File: src/rtl/unit_b_sequencer_pkg.sv
// Shared types and derived constants for the unit-B layer sequencer.
package unit_b_sequencer_pkg;

    typedef enum logic [2:0] {
        S_IDLE,
        S_LOAD_W,
        S_STREAM,
        S_DRAIN,
        S_DONE
    } seq_state_e;

    localparam int unsigned DEF_IFM_SIZE    = 32;
    localparam int unsigned DEF_KERNAL_SIZE = 5;

    localparam int unsigned KK       = DEF_KERNAL_SIZE * DEF_KERNAL_SIZE;
    localparam int unsigned PIXELS   = DEF_IFM_SIZE * DEF_IFM_SIZE;
    localparam int unsigned OUT_EDGE = DEF_IFM_SIZE - DEF_KERNAL_SIZE + 1;

    function automatic int unsigned calc_kk(input int unsigned kernel);
        return kernel * kernel;
    endfunction

    // Counter width able to hold values 0..n-1, never narrower than one bit.
    function automatic int unsigned cnt_w(input int unsigned n);
        return (n < 2) ? 1 : $clog2(n);
    endfunction

endpackage

File: src/rtl/unit_b_valid_pipe.sv
// Delay line carrying the window-valid mark and its depth tag alongside the convolution.
module unit_b_valid_pipe
    import unit_b_sequencer_pkg::*;
#(
    parameter int unsigned CONV_LATENCY = 2,
    parameter int unsigned TAG_W        = 1
) (
    input  logic             clk,
    input  logic             rst_n,
    input  logic             in_valid,
    input  logic [TAG_W-1:0] in_tag,
    output logic             out_valid,
    output logic [TAG_W-1:0] out_tag
);

    localparam int unsigned TAGS_W = CONV_LATENCY * TAG_W;

    logic [CONV_LATENCY-1:0] valid_q, valid_d;
    logic [TAGS_W-1:0]       tag_q, tag_d;

    // Stage 0 sits in the low bits; the cast drops the oldest entry.
    always_comb begin
        valid_d = CONV_LATENCY'({valid_q, in_valid});
        tag_d   = TAGS_W'({tag_q, in_tag});
    end

    always_ff @(posedge clk or negedge rst_n) begin
        if (!rst_n) begin
            valid_q <= '0;
            tag_q   <= '0;
        end else begin
            valid_q <= valid_d;
            tag_q   <= tag_d;
        end
    end

    assign out_valid = valid_q[CONV_LATENCY-1];
    assign out_tag   = tag_q[TAGS_W-1 -: TAG_W];

endmodule

File: src/rtl/unit_b_sequencer.sv
// Layer-pass sequencer: per filter/depth pair, load 25 weights, stream the IFM, drain the conv pipe.
module unit_b_sequencer
    import unit_b_sequencer_pkg::*;
#(
    parameter int unsigned IFM_SIZE          = DEF_IFM_SIZE,
    parameter int unsigned KERNAL_SIZE       = DEF_KERNAL_SIZE,
    parameter int unsigned NUMBER_OF_FILTERS = 6,
    parameter int unsigned DEPTH_PER_UNIT    = 2,
    parameter int unsigned CONV_LATENCY      = 2,
    parameter int unsigned ADDRESS_BITS      = 16
) (
    input  logic                    clk,
    input  logic                    reset,
    input  logic                    start,
    input  logic                    ifm_valid,
    output logic                    ifm_fifo_enable,
    output logic                    wm_enable_read,
    output logic [ADDRESS_BITS-1:0] wm_address,
    output logic                    wm_fifo_enable,
    output logic                    conv_enable,
    output logic                    accu_enable,
    output logic                    relu_enable,
    output logic                    out_valid,
    output logic                    busy,
    output logic                    done
);

    localparam int unsigned L_KK  = calc_kk(KERNAL_SIZE);
    localparam int unsigned K_W   = cnt_w(L_KK + 1);
    localparam int unsigned POS_W = cnt_w(IFM_SIZE);
    localparam int unsigned DR_W  = cnt_w(CONV_LATENCY);
    localparam int unsigned F_W   = cnt_w(NUMBER_OF_FILTERS);
    localparam int unsigned D_W   = cnt_w(DEPTH_PER_UNIT);

    if (longint'(L_KK) * longint'(NUMBER_OF_FILTERS) * longint'(DEPTH_PER_UNIT)
        > (longint'(1) << ADDRESS_BITS)) begin : g_addr_range_check
        $error("unit_b_sequencer: weight address range exceeds ADDRESS_BITS");
    end
    if (CONV_LATENCY < 1) begin : g_latency_check
        $error("unit_b_sequencer: CONV_LATENCY must be at least 1");
    end

    seq_state_e              state_q, state_d;
    logic [K_W-1:0]          k_q, k_d;
    logic [POS_W-1:0]        row_q, row_d, col_q, col_d;
    logic [DR_W-1:0]         drain_q, drain_d;
    logic [F_W-1:0]          f_q, f_d;
    logic [D_W-1:0]          d_q, d_d;
    logic [ADDRESS_BITS-1:0] base_q, base_d;
    logic                    wm_fifo_enable_q, wm_fifo_enable_d;
    logic                    win_mark;
    logic                    pipe_valid;
    logic [D_W-1:0]          pipe_tag;

    always_comb begin
        state_d         = state_q;
        k_d             = k_q;
        row_d           = row_q;
        col_d           = col_q;
        drain_d         = drain_q;
        f_d             = f_q;
        d_d             = d_q;
        base_d          = base_q;
        wm_enable_read  = 1'b0;
        ifm_fifo_enable = 1'b0;
        conv_enable     = 1'b0;
        done            = 1'b0;
        win_mark        = 1'b0;
        busy            = (state_q != S_IDLE);

        unique case (state_q)
            S_IDLE: begin
                if (start) begin
                    state_d = S_LOAD_W;
                    k_d     = '0;
                    row_d   = '0;
                    col_d   = '0;
                    drain_d = '0;
                    f_d     = '0;
                    d_d     = '0;
                    base_d  = '0;
                end
            end
            S_LOAD_W: begin
                // The final (KK-th) count is the read-latency slot with no strobe.
                if (k_q == K_W'(L_KK)) begin
                    k_d     = '0;
                    state_d = S_STREAM;
                end else begin
                    wm_enable_read = 1'b1;
                    k_d            = k_q + 1'b1;
                end
            end
            S_STREAM: begin
                ifm_fifo_enable = ifm_valid;
                conv_enable     = ifm_valid;
                if (ifm_valid) begin
                    win_mark = (row_q >= POS_W'(KERNAL_SIZE - 1)) &&
                               (col_q >= POS_W'(KERNAL_SIZE - 1));
                    if (col_q == POS_W'(IFM_SIZE - 1)) begin
                        col_d = '0;
                        if (row_q == POS_W'(IFM_SIZE - 1)) begin
                            row_d   = '0;
                            drain_d = '0;
                            state_d = S_DRAIN;
                        end else begin
                            row_d = row_q + 1'b1;
                        end
                    end else begin
                        col_d = col_q + 1'b1;
                    end
                end
            end
            S_DRAIN: begin
                if (drain_q == DR_W'(CONV_LATENCY - 1)) begin
                    drain_d = '0;
                    base_d  = base_q + ADDRESS_BITS'(L_KK);
                    state_d = S_LOAD_W;
                    if (d_q == D_W'(DEPTH_PER_UNIT - 1)) begin
                        d_d = '0;
                        if (f_q == F_W'(NUMBER_OF_FILTERS - 1)) begin
                            f_d     = '0;
                            state_d = S_DONE;
                        end else begin
                            f_d = f_q + 1'b1;
                        end
                    end else begin
                        d_d = d_q + 1'b1;
                    end
                end else begin
                    drain_d = drain_q + 1'b1;
                end
            end
            S_DONE: begin
                done    = 1'b1;
                state_d = S_IDLE;
            end
            default: state_d = S_IDLE;
        endcase

        // base_q tracks (f*DEPTH_PER_UNIT+d)*KK incrementally across passes.
        wm_address       = wm_enable_read ? (base_q + ADDRESS_BITS'(k_q)) : '0;
        wm_fifo_enable_d = wm_enable_read;
    end

    always_ff @(posedge clk or negedge reset) begin
        if (!reset) begin
            state_q          <= S_IDLE;
            k_q              <= '0;
            row_q            <= '0;
            col_q            <= '0;
            drain_q          <= '0;
            f_q              <= '0;
            d_q              <= '0;
            base_q           <= '0;
            wm_fifo_enable_q <= 1'b0;
        end else begin
            state_q          <= state_d;
            k_q              <= k_d;
            row_q            <= row_d;
            col_q            <= col_d;
            drain_q          <= drain_d;
            f_q              <= f_d;
            d_q              <= d_d;
            base_q           <= base_d;
            wm_fifo_enable_q <= wm_fifo_enable_d;
        end
    end

    unit_b_valid_pipe #(
        .CONV_LATENCY (CONV_LATENCY),
        .TAG_W        (D_W)
    ) u_valid_pipe (
        .clk       (clk),
        .rst_n     (reset),
        .in_valid  (win_mark),
        .in_tag    (d_q),
        .out_valid (pipe_valid),
        .out_tag   (pipe_tag)
    );

    assign wm_fifo_enable = wm_fifo_enable_q;
    assign out_valid      = pipe_valid;
    assign accu_enable    = pipe_valid && (pipe_tag != '0);
    assign relu_enable    = pipe_valid && (pipe_tag == D_W'(DEPTH_PER_UNIT - 1));

endmodule

File: config.mk
export PLATFORM = sky130hd
export DESIGN_NAME = unit_b_sequencer
export DESIGN_NICKNAME = d
export VERILOG_FILES = /design/src/rtl/unit_b_sequencer_pkg.sv /design/src/rtl/unit_b_valid_pipe.sv /design/src/rtl/unit_b_sequencer.sv
export SDC_FILE = /design/constraint.sdc
export NUM_CORES = 1
export LEC_CHECK = 0
export ABC_AREA = 1
export CORE_MARGIN = 5
export CORE_UTILIZATION = 28
export CTS_CLUSTER_SIZE = 8
export DETAILED_ROUTE_END_ITERATION = 7
export PLACE_DENSITY = 0.46
export SLEW_MARGIN = 30
export SYNTH_ARGS = -nofsm -noshare
export SYNTH_HDL_FRONTEND = slang
export SYNTH_SLANG_ARGS = --single-unit
export TNS_END_PERCENT = 50
File: constraint.sdc
create_clock -name clk -period 2.54 [get_ports clk]
set_input_delay 0.508 -clock clk [delete_from_list [all_inputs] [get_ports clk]]
set_output_delay 0.508 -clock clk [all_outputs]
set_load 0.01 [all_outputs]
* Word-level counts from Yosys, hierarchy flattened
Cells that the tools add are included.
** Storage, ports and cells
- Register bits :: 44
- Bits of input ports :: 4
- Output and inout port bits :: 25
- Logic and storage cells :: 94
** Cells by class
- Add/subtract/negate cells :: 8
- $lt $le $gt $ge :: 2
- Eq/ne operators :: 15
- Mux-type cells :: 43
- Reduce and logical (&&, ||, !) cells :: 15
** Operator list (number)
- $mux 16 :: 3
- $mux 3 :: 12
- $mux 5 :: 7
- $pmux 16 s2 :: 1
- $pmux 5 s2 :: 3
- $add 16x5->16 :: 1
- $add 16x5->16 const B :: 1
- $add 5x1->5 const B :: 3
- $eq 5x5->1 const B :: 3
- $ne 2x2->1 const B :: 7
- $mux 1 :: 13
- $pmux 3 s4 :: 1
- $ge 5x3->1 const B :: 2
- $reduce_and 4->1 :: 2
- $eq 3x2->1 const B :: 2
- $eq 3x3->1 const B :: 2
- $pmux 3 s2 :: 1
- $reduce_and 3->1 :: 2
- $reduce_and 6->1 :: 1
- $reduce_bool 2->1 :: 3
- $reduce_bool 3->1 :: 2
- $reduce_and 5->1 :: 1
- $add 3x1->3 const B :: 1
- $eq 3x1->1 const B :: 1
- 6 further kinds :: 8

* Depth between registers and ports, before layout
- Depth after elaboration :: 5
- Mapped depth :: 11
- Gate-level depth less buffers :: 11

* Hierarchy
From an unflattened synthesis, not the netlist that was laid out.
** Second synthesis, totals
- Cells, all modules :: 427
- Area total of the unflattened synthesis :: 2955.3 um^2
** By module, submodules not included
- unit_b_sequencer :: times used 1, cells each 423, area each 2855.2 um^2, sequential area each 1001.0 um^2
- unit_b_valid_pipe :: times used 1, cells each 4, area each 100.1 um^2, sequential area each 100.1 um^2

* Worst setup path before layout
OpenSTA, ideal clock, no wires.
- Path kind :: reg2out
- Start :: register k_q[0]
- End :: output port wm_address[6]
- Data arrival time :: 1.705 ns
- Data required time :: 2.032 ns
- Slack :: 0.327 ns
- Stages on the path, launching flop included :: 11
- Buffers on the path :: 0
- Path through :: dfrtp_1 -> ha_1 -> inv_1 -> fa_1 -> inv_1 -> nand3_1 -> nand2_1 -> nand2_1 -> nand2_1 -> o21ai_0 -> a21oi_1
** On the way
- Cells in the longest elaborated chain, start to end :: 4
- Elaborated cells on any way between the ends :: 5
- Those cells by class :: add/sub: 1; eq/ne: 1; mux: 3
** Ends and longest elaborated chain
- from (decl) :: line unit_b_sequencer.sv:44 : logic [K_W-1:0] k_q, k_d;
- from (signal assigned) :: line unit_b_sequencer.sv:159 : k_q <= k_d;
- branches (longest 3 deep; another with $add 16x5->16)
- $mux 16 * :: line unit_b_sequencer.sv:142 : wm_address = wm_enable_read ? (base_q + ADDRESS_BITS'(k_q)) : '0;
- to (decl) :: line unit_b_sequencer.sv:18 : output logic [ADDRESS_BITS-1:0] wm_address,
Every way passes the cells marked *.

* Worst setup path in the final report
- Start :: register k_q[0]
- End :: output port wm_address[12]
Same word-level chain as after synthesis.

==> metrics.txt <==
status finished, violations left; failing checks setup timing; Vias/cell 4.54; vias in the first global route 2,860; share of layout cells above drive strength 1 24.6%; r2r setup slk 670 ps; GR Overflow Total 0; Post-Route WL 7890 um; Syn Inst Count 420; total power after layout 3.57 mW; die height 112 um; switching power 1.57 mW; routability cong. 0.866; Area Overhead vs Synth 34.3%; Netlist Area Pre-Place 2930 um2; Sequential Power Share 28.0%; clk buf depth 2; CTS buffer count 5; gr usage total 12.8%; Design Area, Final 3940 um2; maxcap violations 0; warning count from the yosys run 0; Worst setup EP type output port; Hold Violations, Final 0; Leak Pwr 1.95 nW; CP startpoint kind register; dpl hpwl 6080 um; Post-synth top flop dfrtp_1; Crit path largest cell delay 420 ps; I/O Pins 29; via count 2,889; Detail Route Antenna Nets 0; crit path cell chain ha_4, inv_4, fa_2, inv_2, nand3_2, nand2_2, buf_6, nand3_2, nand3_2, nand2_1, nor2_1, buf_2; Hold Crit Class input port to async pin; Worst Path Class, Setup register to output port; P_int 2.01 mW; drt drc 0; fin crit share 100%; skew final 5.20 ps; setup ws final -5.56 ps; worst reg2reg path depth 12; most used cell, CP nand3_2; FILL cells 1,094; WL per Instance 12.4 um; DIE AREA 12,600 um2; clock sink total 44; top cell type's share of synthesized area 37.5%; Max rail drop VDD 0.334 mV; Setup Viol. Count Final 1; Die X 112 um; WP data required 2030 ps; number of synthesized flops with an enable pin 0; Starting Density 28.5%; sw frac 43.9%; pwr/cell area 907 nW/um2; crit path capture wm_address[12]; synth unique cells 35; Reg clk slew, reported paths 90 ps; Seq/Total Area, Yosys 37.5%; hold buffers post-CTS 0; asr flop ratio synth 100%; n_diodes 0; # nets final 518; drt pass-1 iters 4; H-tree levels 2; DRT iter0 DRCs 176; worst-skew pair later-pin latency 300 ps; Reg2Reg Capture Point state_q[1]$_DFFE_PN0P_; Port Buffers 28; global-route wire length before repair 13,400 um; power share of the clock group 15.5%; WP data arrival 2040 ps; Mean Syn Cell Area 6.99 um2; final core occ 38.3%; CTS tree yes; worst setup path start k_q[0]$_DFFE_PN0P_; Final min period 2550 ps; largest net degree at the start of global routing 23; cell taking the most area after synthesis dfrtp_1; #FFs+latches synth 44; Clock Tree Root clkbuf_8; core area 10,300 um2; worst-path fanout max 4; relative slew slack 64.5%; fin. max-slew vios 0; Logic pwr share 56.5%; # rows 37; Post-DP Area 3650 um2; CP max stage cell dfrtp_1; initial antenna violation count 0; RR Startpoint k_q[0]$_DFFE_PN0P_; Setup WS pre-CTS -272 ps; Post-Synthesis Net Count 439; Max Clock Freq 0.393 GHz; RSZ-0062 raised after global routing yes; synth top area cells dfrtp_1 (38%), nand2_1 (14%), nor2_1 (7.0%); Slew @ Worst Pin 533 ps
[how the worst min path moves through the flow]
| stage | cells after the start | end | slack [ps] | start |
|---|---|---|---|---|
| floorplan | 0 | base_q[0]$_DFFE_PN0P_ | 210 | reset |
| global placement | 0 | u_valid_pipe.tag_q[1]$_DFF_PN0_ | 340 | u_valid_pipe.tag_q[0]$_DFF_PN0_ |
| detailed placement | 0 | u_valid_pipe.tag_q[1]$_DFF_PN0_ | 340 | u_valid_pipe.tag_q[0]$_DFF_PN0_ |
| CTS | 1 | row_q[3]$_DFFE_PN0P_ | 190 | reset |
| global route | 1 | row_q[3]$_DFFE_PN0P_ | 210 | reset |
| finish | 1 | u_valid_pipe.valid_q[0]$_DFF_PN0_ | 170 | reset |
[repair_timing]
item,in CTS,in global routing
endpoints found under the setup margin,17,15
gates resized for setup,50,44
buffers inserted,3,7
pin swaps,5,17
[layer usage]
layer	vias to the layer above	global-route usage, %	share of wire [%]
met3	11	2.10	2.8
met5	-	0	0
li1	1516	-	-
met2	39	22.0	46
met1	1323	16.5	49
met4	0	4.09	1.9
[cell families (layout without fill, tap and decap cells)]
kind of cell,count (synthesis),count (layout),share of synthesized area (%)
compound gates,66,66,12.1
xor+xnor,3,3,0.896
fa+ha+maj,15,15,6.65
buf+inv,64,144,9.04
flops,44,44,37.5
simple gates,228,228,33.8
[cells in the final DEF, fill, tap and decap left out, types with 2 or more instances in the layout]
cell,netlist,final
clkbuf_2,1,6
clkbuf_8,0,5
buf_4,3,48
buf_2,3,8
o21bai_1,2,2
nand3_1,35,31
a21oi_1,29,25
nand3_2,2,6
inv_1,48,46
nor2_2,0,2
clkinv_2,1,2
dlygate4sd2_1,0,2
nor2_1,55,53
buf_6,1,3
dfrtp_1,44,44
nand2_2,6,14
xor2_1,3,3
nor3_1,9,9
o21ai_0,19,16
a21oi_2,1,4
ha_1,14,9
inv_2,7,7
clkdlybuf4s50_1,0,10
nand2_4,1,2
nand2_1,106,97
dlymetal6s2s_1,0,2
ha_4,0,4
nand4_1,9,9
o21ai_1,9,10
[metrics by stage]
| stage | instances | hold slack, ps | TNS [ps] |
|---|---|---|---|
| final | 636 | 169 | -5.56 |
| after global routing | 636 | 212 | -423 |
| after CTS | 630 | 191 | -669 |
| after detailed placement | 619 | 339 | -2460 |
| after global placement | 619 | 336 | -1900 |
| after floorplan | 420 | 212 | 0 |
[synth_stat cells (2+ instances only)]
library cell,count
nand4_1,9
ha_1,14
nor3_1,9
buf_4,3
nand2_2,6
o21ai_1,9
o21bai_1,2
inv_2,7
a21oi_1,29
nand3_1,35
dfrtp_1,44
inv_1,48
o21ai_0,19
nor2_1,55
nand2_1,106
buf_2,3
nand3_2,2
xor2_1,3
[power by group through the flow]
| stage | clock, mW | combinational [mW] | sequential [mW] |
|---|---|---|---|
| detailed placement | 0 | 1.87 | 0.994 |
| global placement | 0 | 1.86 | 0.992 |
| finish | 0.553 | 2.02 | 1.00 |
| floorplan | 0 | 1.07 | 1.01 |
| CTS | 0.566 | 1.91 | 0.998 |
| global route | 0.595 | 2.28 | 1.03 |
[sequential cells by signal, indices dropped and copies added (netlist names)]
| signal | count |
|---|---|
| row_q | 5 |
| u_valid_pipe.tag_q | 2 |
| u_valid_pipe.valid_q | 2 |
| base_q | 16 |
| f_q | 3 |
| col_q | 5 |
| k_q | 5 |
| d_q | 1 |
| state_q | 3 |
| wm_fifo_enable | 1 |
| drain_q | 1 |
[critical path: cells and delay by family, from the launching register on]
kind          cells  cell delay, ps
fa+ha+maj         2             500
simple gates      6             480
flops             1             420
buf+inv           4             360
[final cells by class]
| type | instances | area, um2 | area share [%] |
|---|---|---|---|
| clock buffer | 6 | 72.6 | 1.84 |
| tap | 136 | 170 | 4.32 |
| timing repair buffer | 80 | 627 | 15.9 |
| multi-input combinational | 312 | 1710 | 43.5 |
| inverter | 56 | 221 | 5.62 |
| clock inverter | 2 | 35.0 | 0.889 |
| sequential | 44 | 1100 | 27.9 |
No activity file was read; power rests on OpenSTA's default activity.
